[src/rtl/boot_sequencer_if.sv]
// Bus bundle between the boot sequencer, its boot EEPROM and the write targets.
// The sequencer connects through the master modport; a ROM/target model uses slave.
interface boot_sequencer_if #(
    parameter int ROM_ADDR_WIDTH = 17,
    parameter int NUM_TARGETS    = 3
) ();
    logic                      start;
    logic [7:0]                rom_data;
    logic [ROM_ADDR_WIDTH-1:0] rom_addr;
    logic                      rom_n_oe;
    logic [7:0]                data;
    logic [15:0]               addr;
    logic [NUM_TARGETS-1:0]    n_we;
    logic                      n_booted;
    logic                      busy;
    logic                      error;

    modport master (
        input  start,
        input  rom_data,
        output rom_addr,
        output rom_n_oe,
        output data,
        output addr,
        output n_we,
        output n_booted,
        output busy,
        output error
    );

    modport slave (
        output start,
        output rom_data,
        input  rom_addr,
        input  rom_n_oe,
        input  data,
        input  addr,
        input  n_we,
        input  n_booted,
        input  busy,
        input  error
    );
endinterface

[src/rtl/boot_sequencer.sv]
// Boot sequencer: walks a segmented image in a byte-wide EEPROM and replays each
// payload byte as a SETUP/STROBE/HOLD write cycle onto one of NUM_TARGETS targets.
// Segment format: id, len_hi, len_lo, then len payload bytes; id 0xFF ends the image.
module boot_sequencer #(
    parameter int ROM_ADDR_WIDTH = 17,
    parameter int NUM_TARGETS    = 3,
    parameter int ROM_WAIT       = 1,
    parameter int AUTOSTART      = 1
) (
    input  logic             clk,
    input  logic             rst,
    boot_sequencer_if.master bus
);

    typedef enum logic [3:0] {
        S_IDLE,
        S_FETCH,
        S_HDR_ID,
        S_HDR_LEN_HI,
        S_HDR_LEN_LO,
        S_SETUP,
        S_STROBE,
        S_HOLD,
        S_DONE,
        S_ERROR
    } state_t;

    localparam logic [ROM_ADDR_WIDTH-1:0] ROM_LAST  = '1;
    localparam logic [2:0]                WAIT_LAST = 3'(ROM_WAIT - 1);
    localparam logic [7:0]                NUM_TGT8  = 8'(NUM_TARGETS);

    state_t                    state_q, state_d;
    state_t                    ret_q, ret_d;          // consumer of the byte being fetched
    logic [2:0]                wait_q, wait_d;
    logic [ROM_ADDR_WIDTH-1:0] rom_addr_q, rom_addr_d;
    logic                      exhausted_q, exhausted_d; // last ROM location already read
    logic [7:0]                byte_q, byte_d;        // most recent header byte
    logic [7:0]                id_q, id_d;
    logic [7:0]                len_hi_q, len_hi_d;
    logic [15:0]               rem_q, rem_d;
    logic [15:0]               addr_q, addr_d;
    logic [7:0]                data_q, data_d;
    state_t                    fetch_state;

    // A further ROM read is impossible once the top address was consumed: abort instead of wrapping.
    assign fetch_state = exhausted_q ? S_ERROR : S_FETCH;

    // State and datapath registers, cleared asynchronously so outputs drop immediately on reset.
    always_ff @(posedge clk or posedge rst) begin
        if (rst) begin
            state_q     <= S_IDLE;
            ret_q       <= S_HDR_ID;
            wait_q      <= '0;
            rom_addr_q  <= '0;
            exhausted_q <= 1'b0;
            byte_q      <= '0;
            id_q        <= '0;
            len_hi_q    <= '0;
            rem_q       <= '0;
            addr_q      <= '0;
            data_q      <= '0;
        end else begin
            state_q     <= state_d;
            ret_q       <= ret_d;
            wait_q      <= wait_d;
            rom_addr_q  <= rom_addr_d;
            exhausted_q <= exhausted_d;
            byte_q      <= byte_d;
            id_q        <= id_d;
            len_hi_q    <= len_hi_d;
            rem_q       <= rem_d;
            addr_q      <= addr_d;
            data_q      <= data_d;
        end
    end

    // Next-state and datapath update; every ROM read goes through FETCH and returns to ret_q.
    always_comb begin
        state_d     = state_q;
        ret_d       = ret_q;
        wait_d      = wait_q;
        rom_addr_d  = rom_addr_q;
        exhausted_d = exhausted_q;
        byte_d      = byte_q;
        id_d        = id_q;
        len_hi_d    = len_hi_q;
        rem_d       = rem_q;
        addr_d      = addr_q;
        data_d      = data_q;
        case (state_q)
            S_IDLE: begin
                if ((AUTOSTART != 0) || bus.start) begin
                    state_d = fetch_state;
                    ret_d   = S_HDR_ID;
                    wait_d  = '0;
                end
            end
            S_FETCH: begin
                if (wait_q == WAIT_LAST) begin
                    if (ret_q == S_SETUP) begin
                        data_d = bus.rom_data;
                    end else begin
                        byte_d = bus.rom_data;
                    end
                    if (rom_addr_q == ROM_LAST) begin
                        exhausted_d = 1'b1;
                    end else begin
                        rom_addr_d = rom_addr_q + 1'b1;
                    end
                    state_d = ret_q;
                end else begin
                    wait_d = wait_q + 3'd1;
                end
            end
            S_HDR_ID: begin
                if (byte_q == 8'hFF) begin
                    state_d = S_DONE;
                end else if (byte_q >= NUM_TGT8) begin
                    state_d = S_ERROR;
                end else begin
                    id_d    = byte_q;
                    state_d = fetch_state;
                    ret_d   = S_HDR_LEN_HI;
                    wait_d  = '0;
                end
            end
            S_HDR_LEN_HI: begin
                len_hi_d = byte_q;
                state_d  = fetch_state;
                ret_d    = S_HDR_LEN_LO;
                wait_d   = '0;
            end
            S_HDR_LEN_LO: begin
                addr_d  = '0;
                rem_d   = {len_hi_q, byte_q};
                state_d = fetch_state;
                ret_d   = ({len_hi_q, byte_q} == 16'd0) ? S_HDR_ID : S_SETUP;
                wait_d  = '0;
            end
            S_SETUP:  state_d = S_STROBE;
            S_STROBE: state_d = S_HOLD;
            S_HOLD: begin
                addr_d  = addr_q + 16'd1;
                rem_d   = rem_q - 16'd1;
                state_d = fetch_state;
                ret_d   = (rem_q == 16'd1) ? S_HDR_ID : S_SETUP;
                wait_d  = '0;
            end
            S_DONE:  state_d = S_DONE;
            S_ERROR: state_d = S_ERROR;
            default: state_d = S_ERROR;
        endcase
    end

    assign bus.rom_addr = rom_addr_q;
    assign bus.rom_n_oe = (state_q != S_FETCH);
    assign bus.data     = data_q;
    assign bus.addr     = addr_q;
    assign bus.n_booted = (state_q != S_DONE);
    assign bus.error    = (state_q == S_ERROR);
    assign bus.busy     = (state_q != S_IDLE) && (state_q != S_DONE) && (state_q != S_ERROR);

    // One enable per target; only the selected target is pulled low, and only in STROBE.
    genvar gi;
    generate
        for (gi = 0; gi < NUM_TARGETS; gi++) begin : g_we
            assign bus.n_we[gi] = !((state_q == S_STROBE) && (id_q == 8'(gi)));
        end
    endgenerate

endmodule

[src/flat_wrapper.sv]
// flat-port wrapper written by rule: the top's interface ports become plain ports
module boot_sequencer_flat 
#(
    parameter int ROM_ADDR_WIDTH = 17,
    parameter int NUM_TARGETS    = 3,
    parameter int ROM_WAIT       = 1,
    parameter int AUTOSTART      = 1
)
  (clk, rst, bus_start, bus_rom_data, bus_rom_addr, bus_rom_n_oe, bus_data, bus_addr, bus_n_we, bus_n_booted, bus_busy, bus_error);
  boot_sequencer_if #(.ROM_ADDR_WIDTH(ROM_ADDR_WIDTH), .NUM_TARGETS(NUM_TARGETS)) bus_i ();
  input  logic clk;
  input  logic rst;
  input wire logic [$bits(bus_i.start)-1:0] bus_start;
  input wire logic [$bits(bus_i.rom_data)-1:0] bus_rom_data;
  output wire logic [$bits(bus_i.rom_addr)-1:0] bus_rom_addr;
  output wire logic [$bits(bus_i.rom_n_oe)-1:0] bus_rom_n_oe;
  output wire logic [$bits(bus_i.data)-1:0] bus_data;
  output wire logic [$bits(bus_i.addr)-1:0] bus_addr;
  output wire logic [$bits(bus_i.n_we)-1:0] bus_n_we;
  output wire logic [$bits(bus_i.n_booted)-1:0] bus_n_booted;
  output wire logic [$bits(bus_i.busy)-1:0] bus_busy;
  output wire logic [$bits(bus_i.error)-1:0] bus_error;
  assign bus_i.start = bus_start;
  assign bus_i.rom_data = bus_rom_data;
  assign bus_rom_addr = bus_i.rom_addr;
  assign bus_rom_n_oe = bus_i.rom_n_oe;
  assign bus_data = bus_i.data;
  assign bus_addr = bus_i.addr;
  assign bus_n_we = bus_i.n_we;
  assign bus_n_booted = bus_i.n_booted;
  assign bus_busy = bus_i.busy;
  assign bus_error = bus_i.error;
  boot_sequencer #(.ROM_ADDR_WIDTH(ROM_ADDR_WIDTH), .NUM_TARGETS(NUM_TARGETS), .ROM_WAIT(ROM_WAIT), .AUTOSTART(AUTOSTART)) u_core (.clk(clk), .rst(rst), .bus(bus_i));
endmodule
[config.mk]
export PLATFORM = sky130hd
export DESIGN_NAME = boot_sequencer_flat
export DESIGN_NICKNAME = d
export VERILOG_FILES = /design/src/rtl/boot_sequencer_if.sv /design/src/rtl/boot_sequencer.sv /design/src/flat_wrapper.sv
export SDC_FILE = /design/constraint.sdc
export NUM_CORES = 1
export LEC_CHECK = 0
export ABC_AREA = 1
export BUFFER_PORTS_ARGS = -buffer_cell sky130_fd_sc_hd__buf_2
export CORE_MARGIN = 10
export CORE_UTILIZATION = 35
export DETAILED_ROUTE_END_ITERATION = 8
export PLACE_DENSITY = 0.65
export SLEW_MARGIN = 20
export SYNTH_ARGS = -nofsm -noshare
export SYNTH_HDL_FRONTEND = slang
export SYNTH_SLANG_ARGS = --single-unit
[constraint.sdc]
create_clock -name clk -period 2.3 [get_ports clk]
set_input_delay 0.115 -clock clk [delete_from_list [all_inputs] [get_ports clk]]
set_output_delay 0.115 -clock clk [all_outputs]
set_load 0.005 [all_outputs]
* After elaboration in Yosys (flattened, before gate mapping)
Cells that the tools add are included.
** Storage, ports and cells
- Input bits :: 11
- Output and inout bits :: 48
- Logic and storage cells :: 82
- Bits in registers :: 93
** Operators by class
- $lt $le $gt $ge :: 1
- Equality and inequality tests :: 22
- Bitwise operators :: 4
- Muxes and demuxes :: 16
- Add/subtract/negate cells :: 4
- Reductions and logical operators :: 24
** Operators with widths (number)
- $pmux 16 s2 :: 2
- $mux 4 :: 6
- $pmux 4 s6 :: 1
- $eq 4x3->1 const B :: 5
- $pmux 4 s5 :: 1
- $reduce_and 3->1 :: 6
- $add 17x1->17 const B :: 1
- $eq 17x17->1 const B :: 1
- $add 16x1->16 const B :: 1
- $eq 16x1->1 const B :: 1
- $logic_not 16->1 :: 1
- $sub 16x1->16 const B :: 1
- $mux 3 :: 5
- $pmux 3 s3 :: 1
- $eq 4x2->1 const B :: 2
- $eq 4x4->1 const B :: 2
- $eq 8x1->1 const B :: 1
- $eq 8x2->1 const B :: 1
- $eq 8x8->1 const B :: 1
- $ge 8x2->1 const B :: 1
- $logic_not 8->1 :: 1
- $ne 4x4->1 const B :: 2
- $ne 2x2->1 const B :: 3
- $logic_and 1x1->1 :: 5
- 14 further kinds :: 19

* Longest topological paths before layout
Gate-level depths: netlist of the first run.
- Word-level depth :: 4
- Mapped depth :: 11
- Depth with buffers taken out :: 11

* Worst setup path before layout of the first run
Ideal clock, no wire load.
- Kind :: register -> register
- From :: register u_core.rom_addr_q[0] (netlist: u_core.bus.rom_addr[0])
- To :: register u_core.rom_addr_q[12] (netlist: u_core.bus.rom_addr[12])
- Path buffers :: 0
- Data arrival time :: 1.724 ns
- Cell stages (with the launch flop) :: 12
- Path slack :: 0.455 ns
- Data required time :: 2.180 ns
- Period minus slack after synthesis :: 1.845 ns
- Setup time :: 0.120 ns
- Path through :: dfrtp_1 ha_1 inv_1 nor2_1 nand3_1 nor4_1 ha_1 nor2_8 inv_2 nor2_1 nand2_1 nand2_1
** Between the ends
- Word-level cells in the longest chain between the ends :: 3
- Elaborated cells on any way between the ends :: 4
- Those cells by class :: add/sub (1); eq/ne (1); bitwise (1); reduce/logical (1)
** RTL lines
- from (decl) :: RTL line boot_sequencer.sv:35 : logic [ROM_ADDR_WIDTH-1:0] rom_addr_q, rom_addr_d;
- from (signal assigned) :: RTL line boot_sequencer.sv:66 : rom_addr_q <= rom_addr_d;
- parallel branches: the longest is 3 deep, another holds $add 17x1->17
Several ways; the timed one is not identified.
A chain may end at the register's enable or synchronous reset.

* Worst setup path in the final report of the first run
Same ends and word-level chain as after synthesis.

==> metrics.md, run 1 <==
| Metric | Value |
|---|---|
| Post-CTS Setup Repair Bufs | `0` |
| DP Cell Count | `866` |
| CP startpoint kind | `flop` |
| Initial antenna violation count | `0` |
| # diodes | `0` |
| Syn Area/Cell | `between 7 and 8 um^2` |
| Clock skew | `8.732 ps` |
| Area Overhead vs Synth | `16.89%` |
| Initial DRC count | `250` |
| Max VDD drop | `0.2966 mV` |
| Fin util | `42.13%` |
| Max-slew headroom at the worst pin | `between 40% and 50%` |
| Sequential element share of the synthesized area | `47.69%` |
| Area taken by flip-flops and latches | `0.002303 mm^2` |
| Htree depth | `3` |
| Final setup fails | `0` |
| Required time worst endpoint | `2540 ps` |
| Total leakage power | `2.929 nW` |
| Std-Cell Rows | `42` |
| Antenna viol nets, final | `0` |
| Ports | `59` |
| Gate Count Post-Synth | `~640` |
| GRT Residual Overflow | `0` |
| # nets final | `720` |
| FILL cells | `around 1400` |
| Worst setup path category | `reg2reg` |
| PortBufs | `57` |
| Worst-Margin Slew | `778.8 ps` |
| Pwr/cell area | `about 620 mW/mm^2` |
| CP Max Fanout | `18` |
| Commonest non-fill, non-tap cell in the layout | `nand2_1` |
| Yosys warns | `0` |
| Die height | `between 100 and 150 um` |
| Vias in the first global route | `just over 4000` |
| Min-Delay Endpoint | `u_core.byte_q[3]` |
| Tcrit/Tclk final | `88.58%` |
| Setup tns final | `0 ps` |
| Largest net degree at the start of global routing | `62` |
| Async S/R FF share, synth | `100.0%` |
| Die width | `between 100 and 150 um` |
| Maxcap violations | `0` |
| Clk sinks | `92` |
| Period minus WS final | `2037 ps` |
| Worst Path Arrival | `2270 ps` |
| Synthesized Nets | `around 650` |
| CTS tree | `built` |
| Inserted Clock Buffers | `9` |
| Hold Crit Depth | `3` |
| Max Slew Vio Count | `0` |
| Final std cells w/o fill | `883` |
| Layout cells sized above 1 | `13.86%` |
| Drt drc | `0` |
| DR pass1 iterations | `7` |
| Routability congestion estimate | `0.8847` |
| First-pass GRT wire length | `slightly below 20000 um` |
| Starting Density | `36.04%` |
| Die area | `0.01890 mm^2` |
| WL/cell | `13.05 um` |
| GRT Total Usage | `12.82%` |
| DR vias | `roughly 4300` |
| Max Buffers Root-to-Sink | `2` |
| Place WS | `167.7 ps` |
| DR vias/cell | `4.834` |
| Final HPWL DP | `roughly 8500 um` |
| CP Capture Type | `flop` |
| Clock Pin Slew Worst Setup and Hold Paths | `about 70 ps` |
| Reg2reg end | `u_core.bus.rom_addr[12]` |
| Synth unique cells | `35` |
| Worst-Skew Late Latency | `340 ps` |
| Hold Path Class | `in2reg` |
| Yosys reg bits | `approximately 90` |
| Final hold vios | `0` |
| Top FF cell, synth | `dfrtp_1` |
| RSZ-0062 raised after global routing | `no` |
| Final setup margin | `262.6 ps` |
| HP Start | `bus_rom_data[3]` |
| Synthesized cell area | `0.004830 mm^2` |
| Worst flop-to-flop path startpoint | `u_core.bus.rom_addr[0]` |
| CTS Root Buffer Type | `clkbuf_16` |
| Pwr Total | `0.003509 W` |
| Status | `finished clean` |
| CORE AREA | `~0.013 mm^2` |
| Post-synth EDFFs | `0` |
| Highest achievable clock rate | `about 0.49 GHz` |
| Multi-input gate area | `0.002163 mm^2` |
| Most frequent cells in the layout | `189 x nand2_1, 91 x dfrtp_1, 79 x nor2_1, 75 x inv_1, 57 x buf_2` |
| WL final | `~12000 um` |
| R2r setup slk | `roughly 260 ps` |
| FF-to-FF path depth | `11` |
[flip-flops by register name (all words and copies together), names as in the netlist]
| register | cells |
|---|---|
| u_core.bus.addr | 16 |
| u_core.bus.data | 8 |
| u_core.bus.rom_addr | 17 |
| u_core.byte_q | 8 |
| u_core.exhausted_q | 1 |
| u_core.id_q | 8 |
| u_core.len_hi_q | 8 |
| u_core.rem_q | 16 |
| u_core.ret_q | 3 |
| u_core.state_q | 4 |
| u_core.wait_q | 3 |
[power by group]
group / leakage (nW) / total, W / internal, W / switching, W
Combinational: 1.57 / 0.000260 / 0.0000935 / 0.000166
Clock: 0.146 / 0.00150 / 0.000876 / 0.000627
Sequential: 1.21 / 0.00175 / 0.00167 / 0.0000727
Total: 2.93 / 0.00351 / 0.00264 / 0.000866
[worst max path at each step]
| stage | start | end | slack (ps) | cells past startpoint |
|---|---|---|---|---|
| 2_1_floorplan | u_core.bus.rom_addr[0] | u_core.bus.rom_addr[12] | 460 | 11 |
| 3_3_place_gp | u_core.bus.rom_addr[0] | u_core.bus.rom_addr[12] | 210 | 11 |
| 3_5_place_dp | u_core.bus.rom_addr[0] | u_core.bus.rom_addr[12] | 170 | 11 |
| 4_1_cts | u_core.bus.rom_addr[0] | u_core.bus.rom_addr[12] | 150 | 11 |
| 5_1_grt | u_core.bus.rom_addr[1] | u_core.bus.rom_addr[12] | 40 | 11 |
| 6_report | u_core.bus.rom_addr[0] | u_core.bus.rom_addr[12] | 260 | 11 |
[logic make-up (layout without fill, tap and decap cells)]
| family | after synthesis | count (layout) | synth area share, % |
|---|---|---|---|
| AND/OR/NAND/NOR | 348 | 348 | 30.31 |
| flip-flops | 92 | 92 | 47.69 |
| buffers and inverters | 91 | 162 | 7.694 |
| AO/OA/AOI/OAI | 84 | 84 | 9.896 |
| XOR/XNOR | 13 | 13 | 2.358 |
| adder cells (fa/ha/maj) | 7 | 7 | 1.813 |
| multiplexers | 1 | 1 | 0.2331 |
[routing by layer]
layer  routed length [um]  vias to the layer above  share of wire [%]  track usage (%)
met5                    0                        -                  0                0
met1                 5654                     1987                 49            17.45
met3                  800                       14                6.9            4.042
met4                  148                        0                1.3            3.981
met2                 4922                      104                 43            18.92
li1                     -                     2163                  -                -
[critical path, cell delays in order (launching register included)]
cell and delay, ps:
dfrtp_1 400, ha_1 190, inv_1 40, nor2_1 170, nand3_1 170, nor4_2 200, ha_2 290, nor2_8 90
inv_2 180, nor2_1 70, nand2_1 60, nand2_1 40
[stage by stage]
stage	cell area [um^2]	hold WS (ps)
2_1_floorplan	4833	264.5
3_3_place_gp	5324	248.2
3_5_place_dp	5324	249.1
4_1_cts	5637	25.13
5_1_grt	5645	44.79
6_report	5645	32.59
[layout make-up]
cell class,instances,area share (%)
Clock buffer,11,4.300
Clock inverter,5,1.064
Inverter,81,5.452
Multi-Input combinational cell,453,38.32
Sequential cell,92,40.80
Tap cell,176,3.901
Timing Repair Buffer,65,6.161
[repair_timing]
item / 4_1_cts / 5_1_grt
endpoints found under the setup margin: 0 / 1
hold buffers: 1 / 0
resized for setup: 0 / 2
hold endpoints to repair: 30 / 0
[Yosys cell counts (2+ instances only)]
| library cell | instances | area [um^2] |
|---|---|---|
| inv_1 | 76 | 285.3 |
| nand3b_1 | 2 | 15.01 |
| ha_1 | 7 | 87.58 |
| nor3_1 | 7 | 35.03 |
| nor4_1 | 2 | 12.51 |
| nand2_2 | 4 | 25.02 |
| o211ai_1 | 3 | 22.52 |
| o22ai_1 | 3 | 18.77 |
| xnor2_1 | 12 | 105.1 |
| dfrtp_1 | 91 | 2277 |
| nand2_1 | 189 | 709.4 |
| a21o_1 | 2 | 15.01 |
| o21bai_1 | 4 | 30.03 |
| o21ai_0 | 44 | 220.2 |
| a22oi_1 | 8 | 60.06 |
| nor2_4 | 2 | 22.52 |
| buf_6 | 3 | 33.78 |
| o21ai_1 | 9 | 45.04 |
| nand4_1 | 11 | 68.82 |
| inv_2 | 5 | 18.77 |
| nand3_1 | 48 | 240.2 |
| a21oi_1 | 8 | 40.04 |
| nor2_1 | 79 | 296.5 |
| buf_2 | 6 | 30.03 |
Note: power is estimated with default switching activity, not from simulation.
==> run 2, diff against run 1 <==
- CORE_UTILIZATION: 35 -> 53
- PLACE_DENSITY: 0.65 -> 0.87
==> run 2 against run 1 <==
  * Sequential share of layout area is 1.5 points higher
  * Register-to-register slack hardly changed
  * Via count is 4.3% higher
  * Maximum frequency is 0.38% lower
  * Power is 15% lower
  * Utilization is 20 points higher
  * Combinational power is 3% higher
  * Routed wire length is 2.1% lower
  * Cell count is 7.6% lower
  * Global-route usage is 4.6 points higher
  * Sequential power hardly changed
  * Critical endpoint unchanged
  * Clock power is 36% lower
==> metrics.md, run 2 (synthesized netlist as in run 1, its figures left out) <==
| Metric | Value |
|---|---|
| Worst-Margin Slew | `around 700 ps` |
| Layout cells sized above 1 | `~14%` |
| CP Max Fanout | `18` |
| Clk sinks | `92` |
| DR vias/cell | `5.456` |
| Commonest non-fill, non-tap cell in the layout | `nand2_1` |
| Post-CTS Setup Repair Bufs | `0` |
| CP Capture Type | `flop` |
| WL/cell | `between 10 and 15 um` |
| Combinational Power Share | `under 10%` |
| Clock Pin Slew Worst Setup and Hold Paths | `90 ps` |
| RSZ-0062 raised after global routing | `no` |
| Worst setup path category | `reg2reg` |
| DR vias | `4452` |
| First-pass GRT wire length | `19020 um` |
| Drt drc | `0` |
| Reg2reg end | `u_core.bus.rom_addr[12]` |
| Final setup fails | `0` |
| Routability congestion estimate | `between 0.9 and 1` |
| WL final | `11280 um` |
| CORE AREA | `0.008806 mm^2` |
| Final Instance Area | `~0.0054 mm^2` |
| DR pass1 iterations | `9` |
| Antenna viol nets, final | `0` |
| Highest achievable clock rate | `0.4890 GHz` |
| Max VDD drop | `0.3384 mV` |
| Inserted Clock Buffers | `9` |
| Pwr/cell area | `545.9 mW/mm^2` |
| FF-to-FF path depth | `11` |
| Clock skew | `12.48 ps` |
| Switching share of total power | `between 20% and 30%` |
| R2r setup slk | `~250 ps` |
| Largest net degree at the start of global routing | `35` |
| Max Buffers Root-to-Sink | `2` |
| Hold Path Class | `in2reg` |
| Required time worst endpoint | `2560 ps` |
| Die height | `115.5 um` |
| Htree depth | `3` |
| Max-slew headroom at the worst pin | `a little over half` |
| GRT Residual Overflow | `0` |
| Worst flop-to-flop path startpoint | `u_core.bus.rom_addr[0]` |
| Pint | `around 0.0022 W` |
| Area Overhead vs Synth | `12.80%` |
| GRT Total Usage | `~17%` |
| CTS Root Buffer Type | `clkbuf_8` |
| Std-Cell Rows | `34` |
| Dpl cell area | `0.005251 mm^2` |
| Final hold vios | `0` |
| Initial antenna violation count | `0` |
| Die area | `0.01333 mm^2` |
| Status | `finished clean` |
| Ports | `59` |
| Sequential share of power | `58.6%` |
| Initial DRC count | `379` |
| FILL cells | `745` |
| Total leakage power | `2.877 nW` |
| PortBufs | `57` |
| Period minus WS final | `2045 ps` |
| Maxcap violations | `0` |
| CTS tree | `built` |
| # diodes | `0` |
| Hold Crit Depth | `3` |
| CP startpoint kind | `flop` |
| Die width | `around 120 um` |
| Vias in the first global route | `roughly 4200` |
| Worst Path Arrival | `2310 ps` |
| Worst-Skew Late Latency | `380 ps` |
| Max FFs per register | `17` |
| Tcrit/Tclk final | `roughly nine tenths` |
| HP Start | `bus_rom_data[3]` |
| Min-Delay Endpoint | `u_core.bus.data[3]` |
| Net Sw Power | `roughly 0.0008 W` |
| Most frequent cells in the layout | `189 x nand2_1, 91 x dfrtp_1, 79 x nor2_1, 75 x inv_1, 57 x buf_2` |
| # nets final | `between 700 and 800` |
| Max Slew Vio Count | `0` |
| Starting Density | `a little over half` |
| Final HPWL DP | `8554 um` |
| Power share of the clock group | `between 30% and 40%` |
| Setup tns final | `0 ps` |
-- run 2: changes by cell type in the layout (fill, tap and decap cells not counted) --
cell / delta
clkbuf_8: +8
bufinv_16: -1
buf_4: -1
buf_12: +1
clkbuf_16: -9
clkinv_2: +2
dlygate4sd3_1: +1
-- run 2: timing repair --
action	4_1_cts	5_1_grt
hold buffers	2	0
endpoints found under the setup margin	0	5
resized for setup	0	2
endpoints found under the hold margin	33	0
-- run 2: cell type report --
| cell class | count | area (um^2) | area share (%) |
|---|---|---|---|
| multi-input cells | 453 | 2163 | 39.71 |
| flip-flops and latches | 92 | 2303 | 42.28 |
| well taps | 108 | 135.1 | 2.480 |
| clock buffers | 10 | 127.6 | 2.343 |
| inverters | 81 | 307.8 | 5.650 |
| clock inverters | 6 | 40.04 | 0.7350 |
| repair buffers | 66 | 370.4 | 6.798 |
-- run 2: per-stage QoR --
stage                     setup slack [ps]  hold slack (ps)  util, %  std cells  power [W]
after global routing                 43.19            7.895    61.86        816   0.003129
after detailed placement             177.6            273.4    59.63        798   0.002041
after global placement               279.6            274.2    59.63        798   0.002018
after floorplan                      455.1            264.5        -        636   0.001927
final                                254.9            18.57    61.86        816   0.002974
after CTS                            156.6          0.09551    61.76        816   0.003007
-- run 2: power groups by stage --
| stage | sequential [W] | clock (W) | combinational [W] |
|---|---|---|---|
| 5_1_grt | 0.00175 | 0.00107 | 0.000308 |
| 6_report | 0.00174 | 0.000966 | 0.000267 |
| 4_1_cts | 0.00174 | 0.000993 | 0.000273 |
| 3_5_place_dp | 0.00177 | 0 | 0.000268 |
| 3_3_place_gp | 0.00177 | 0 | 0.000252 |
| 2_1_floorplan | 0.00176 | 0 | 0.000172 |
-- run 2: layer usage --
metal | GRT usage, % | share of wire [%]
met5 | 0 | 0
met3 | 5.426 | 7.3
met1 | 21.72 | 44
met4 | 5.912 | 1.6
met2 | 28.26 | 48
-- run 2: how the worst max path moves through the flow --
stage | from | endpoint | depth (start not counted)
finish | u_core.bus.rom_addr[0] | u_core.bus.rom_addr[12] | 11
global route | u_core.bus.rom_addr[0] | u_core.bus.rom_addr[12] | 11
CTS | u_core.bus.rom_addr[0] | u_core.bus.rom_addr[12] | 11
detailed placement | u_core.bus.rom_addr[0] | u_core.bus.rom_addr[12] | 11
global placement | u_core.bus.rom_addr[0] | u_core.bus.rom_addr[12] | 11
floorplan | u_core.bus.rom_addr[0] | u_core.bus.rom_addr[12] | 11
-- run 2: worst max-delay path, stage by stage (launching register included) --
cell     delay [ps]
dfrtp_1         430
ha_1            240
inv_1            50
nor2_1          180
nand3_1         160
nor4_2          180
ha_2            280
nor2_8           90
inv_2           160
nor2_1           60
nand2_1          50
nand2_1          50
==> run 3, diff against run 2 <==
- CORE_UTILIZATION: 53 -> 58
- PLACE_DENSITY: 0.87 -> 0.9
- clock period: 2.3 -> 2.1 ns (I/O delays scaled with it)
==> run 3 against run 2 <==
  * Non-clock buffer count increased by 5
  * Worst hold slack got worse by 9.8 ps
  * Via count increased by 1.4%
  * Setup slack got worse by 130 ps
  * Critical path type unchanged
  * Register-to-register slack got worse by 130 ps
  * Sequential power increased by 9.8%
  * Critical path depth unchanged
  * Design area increased by 1.8%
  * Highest routed layer unchanged
  * Maximum frequency increased by 3.4%
  * Critical endpoint unchanged
  * Global-route usage increased by 1.3 points
==> metrics.md, run 3 (synthesized netlist as in run 1, its figures left out) <==
| Metric | Value |
|---|---|
| CTS tree | `built` |
| CORE AREA | `0.008175 mm^2` |
| CP startpoint kind | `flop` |
| Routability congestion estimate | `about 0.94` |
| Period minus WS final | `1978 ps` |
| # diodes | `0` |
| Max Slew Vio Count | `0` |
| Die width | `111.3 um` |
| Final HPWL DP | `8468 um` |
| Layout cells sized above 1 | `14.31%` |
| Final setup margin | `about 120 ps` |
| FILL cells | `between 600 and 700` |
| Die area | `~0.012 mm^2` |
| Max FFs per register | `17` |
| WL/cell | `between 10 and 15 um` |
| Initial antenna violation count | `0` |
| PortBufs | `57` |
| Setup tns final | `0 ps` |
| Hold Path Class | `in2reg` |
| Worst setup path category | `reg2reg` |
| Place WS | `about 15 ps` |
| Pwr/cell area | `641.5 mW/mm^2` |
| DR pass1 iterations | `5` |
| Initial DRC count | `about 320` |
| Max VDD drop | `between 0.5 and 0.6 mV` |
| Clk sinks | `92` |
| DR vias/cell | `about 5.5` |
| GRT Residual Overflow | `0` |
| DR vias | `roughly 4500` |
| CTS Root Buffer Type | `clkbuf_8` |
| Htree depth | `3` |
| Max Buffers Root-to-Sink | `2` |
| Ports | `59` |
| WL final | `11860 um` |
| Final hold vios | `0` |
| Final setup fails | `0` |
| Largest net degree at the start of global routing | `72` |
| Worst Path Arrival | `2230 ps` |
| CP Max Fanout | `18` |
| RSZ-0062 raised after global routing | `no` |
| Max-slew headroom at the worst pin | `64.35%` |
| Std-Cell Rows | `33` |
| # nets final | `726` |
| Clock Pin Slew Worst Setup and Hold Paths | `100 ps` |
| Maxcap violations | `0` |
| First-pass GRT wire length | `20040 um` |
| Inserted Clock Buffers | `9` |
| Area Overhead vs Synth | `14.79%` |
| Worst-Skew Late Latency | `about 360 ps` |
| Tcrit/Tclk final | `between 90 and 100%` |
| Die height | `about 110 um` |
| CP Capture Type | `flop` |
| Vias in the first global route | `4452` |
| GRT Total Usage | `18.80%` |
| Antenna viol nets, final | `0` |
| Worst-Margin Slew | `534.6 ps` |
| Starting Density | `59.08%` |
| Total leakage power | `roughly 3 nW` |
| Required time worst endpoint | `2360 ps` |
| Drt drc | `0` |
| Clock skew | `11.38 ps` |
| Status | `finished clean` |
| Most frequent cells in the layout | `189 x nand2_1, 91 x dfrtp_1, 79 x nor2_1, 75 x inv_1, 57 x buf_2` |
| Commonest non-fill, non-tap cell in the layout | `nand2_1` |
| Highest achievable clock rate | `0.5055 GHz` |
-- run 3: cell types whose count changed in the layout (fill, tap and decap cells not counted) --
| cell | before | now |
|---|---|---|
| buf_4 | 6 | 9 |
| bufinv_16 | 0 | 2 |
| clkbuf_1 | 1 | 0 |
| clkinv_2 | 3 | 1 |
| clkinv_4 | 1 | 2 |
| dlygate4sd3_1 | 2 | 4 |
| inv_2 | 5 | 4 |
| inv_4 | 0 | 1 |
-- run 3: worst max-delay path, stage by stage, from the launching register on --
cell	delay, ps
dfrtp_1	420
ha_1	250
inv_1	70
nor2_1	150
nand3_1	150
nor4_2	190
ha_2	280
nor2_8	90
inv_4	120
nor2_1	50
nand2_1	50
nand2_1	50
-- run 3: worst paths after layout --
check | start | to | slack (ps) | depth (start not counted)
setup / recovery | u_core.bus.rom_addr[0] | u_core.bus.rom_addr[12] | 120 | 11
hold / removal | bus_rom_data[6] | u_core.byte_q[6] | 9 | 3
setup reg to reg | u_core.bus.rom_addr[0] | u_core.bus.rom_addr[12] | 120 | 11
hold reg to reg | u_core.exhausted_q | u_core.exhausted_q | 470 | 1
max in group asynchronous | rst | u_core.ret_q[1] | 1040 | 4
min in group asynchronous | rst | u_core.bus.data[6] | 320 | 3
-- run 3: timing repair --
| item | in CTS | in global routing |
|---|---|---|
| hold buffers | 4 | 0 |
| setup endpoints to repair | 1 | 10 |
| pin swaps | 0 | 1 |
| gates resized for setup | 1 | 2 |
| hold endpoints to repair | 24 | 0 |
| setup buffers | 0 | 3 |
-- run 3: cell type report --
type,instances,area [um^2],share of cell area (%)
Clock buffer,9,123.9,2.234
Clock inverter,7,98.84,1.783
Inverter,81,310.3,5.597
Multi-Input combinational cell,453,2163,39.02
Sequential cell,92,2303,41.55
Tap cell,105,131.4,2.370
Timing Repair Buffer,71,412.9,7.448
-- run 3: routing by layer --
layer	global-route usage [%]	wire, um	part of all wire [%]
met2	30.91	5659	48
met5	0	0	0
met3	5.519	1032	8.7
met1	23.55	5029	42
met4	4.884	138	1.2
-- run 3: power breakdown --
part           switching [W]  internal, W
registers          0.0000805      0.00183
logic               0.000198     0.000119
clock network       0.000652     0.000677
-- run 3: through the flow --
stage,power (W),instances,instance area [um^2],hold WS (ps),utilization (%)
floorplan,0.002111,636,4833,254.5,-
global placement,0.002207,795,5248,158.1,64.19
detailed placement,0.002231,795,5248,166.1,64.19
CTS,0.003543,815,5513,1.021,67.43
global route,0.003701,818,5544,20.56,67.81
finish,0.003557,818,5544,8.815,67.81
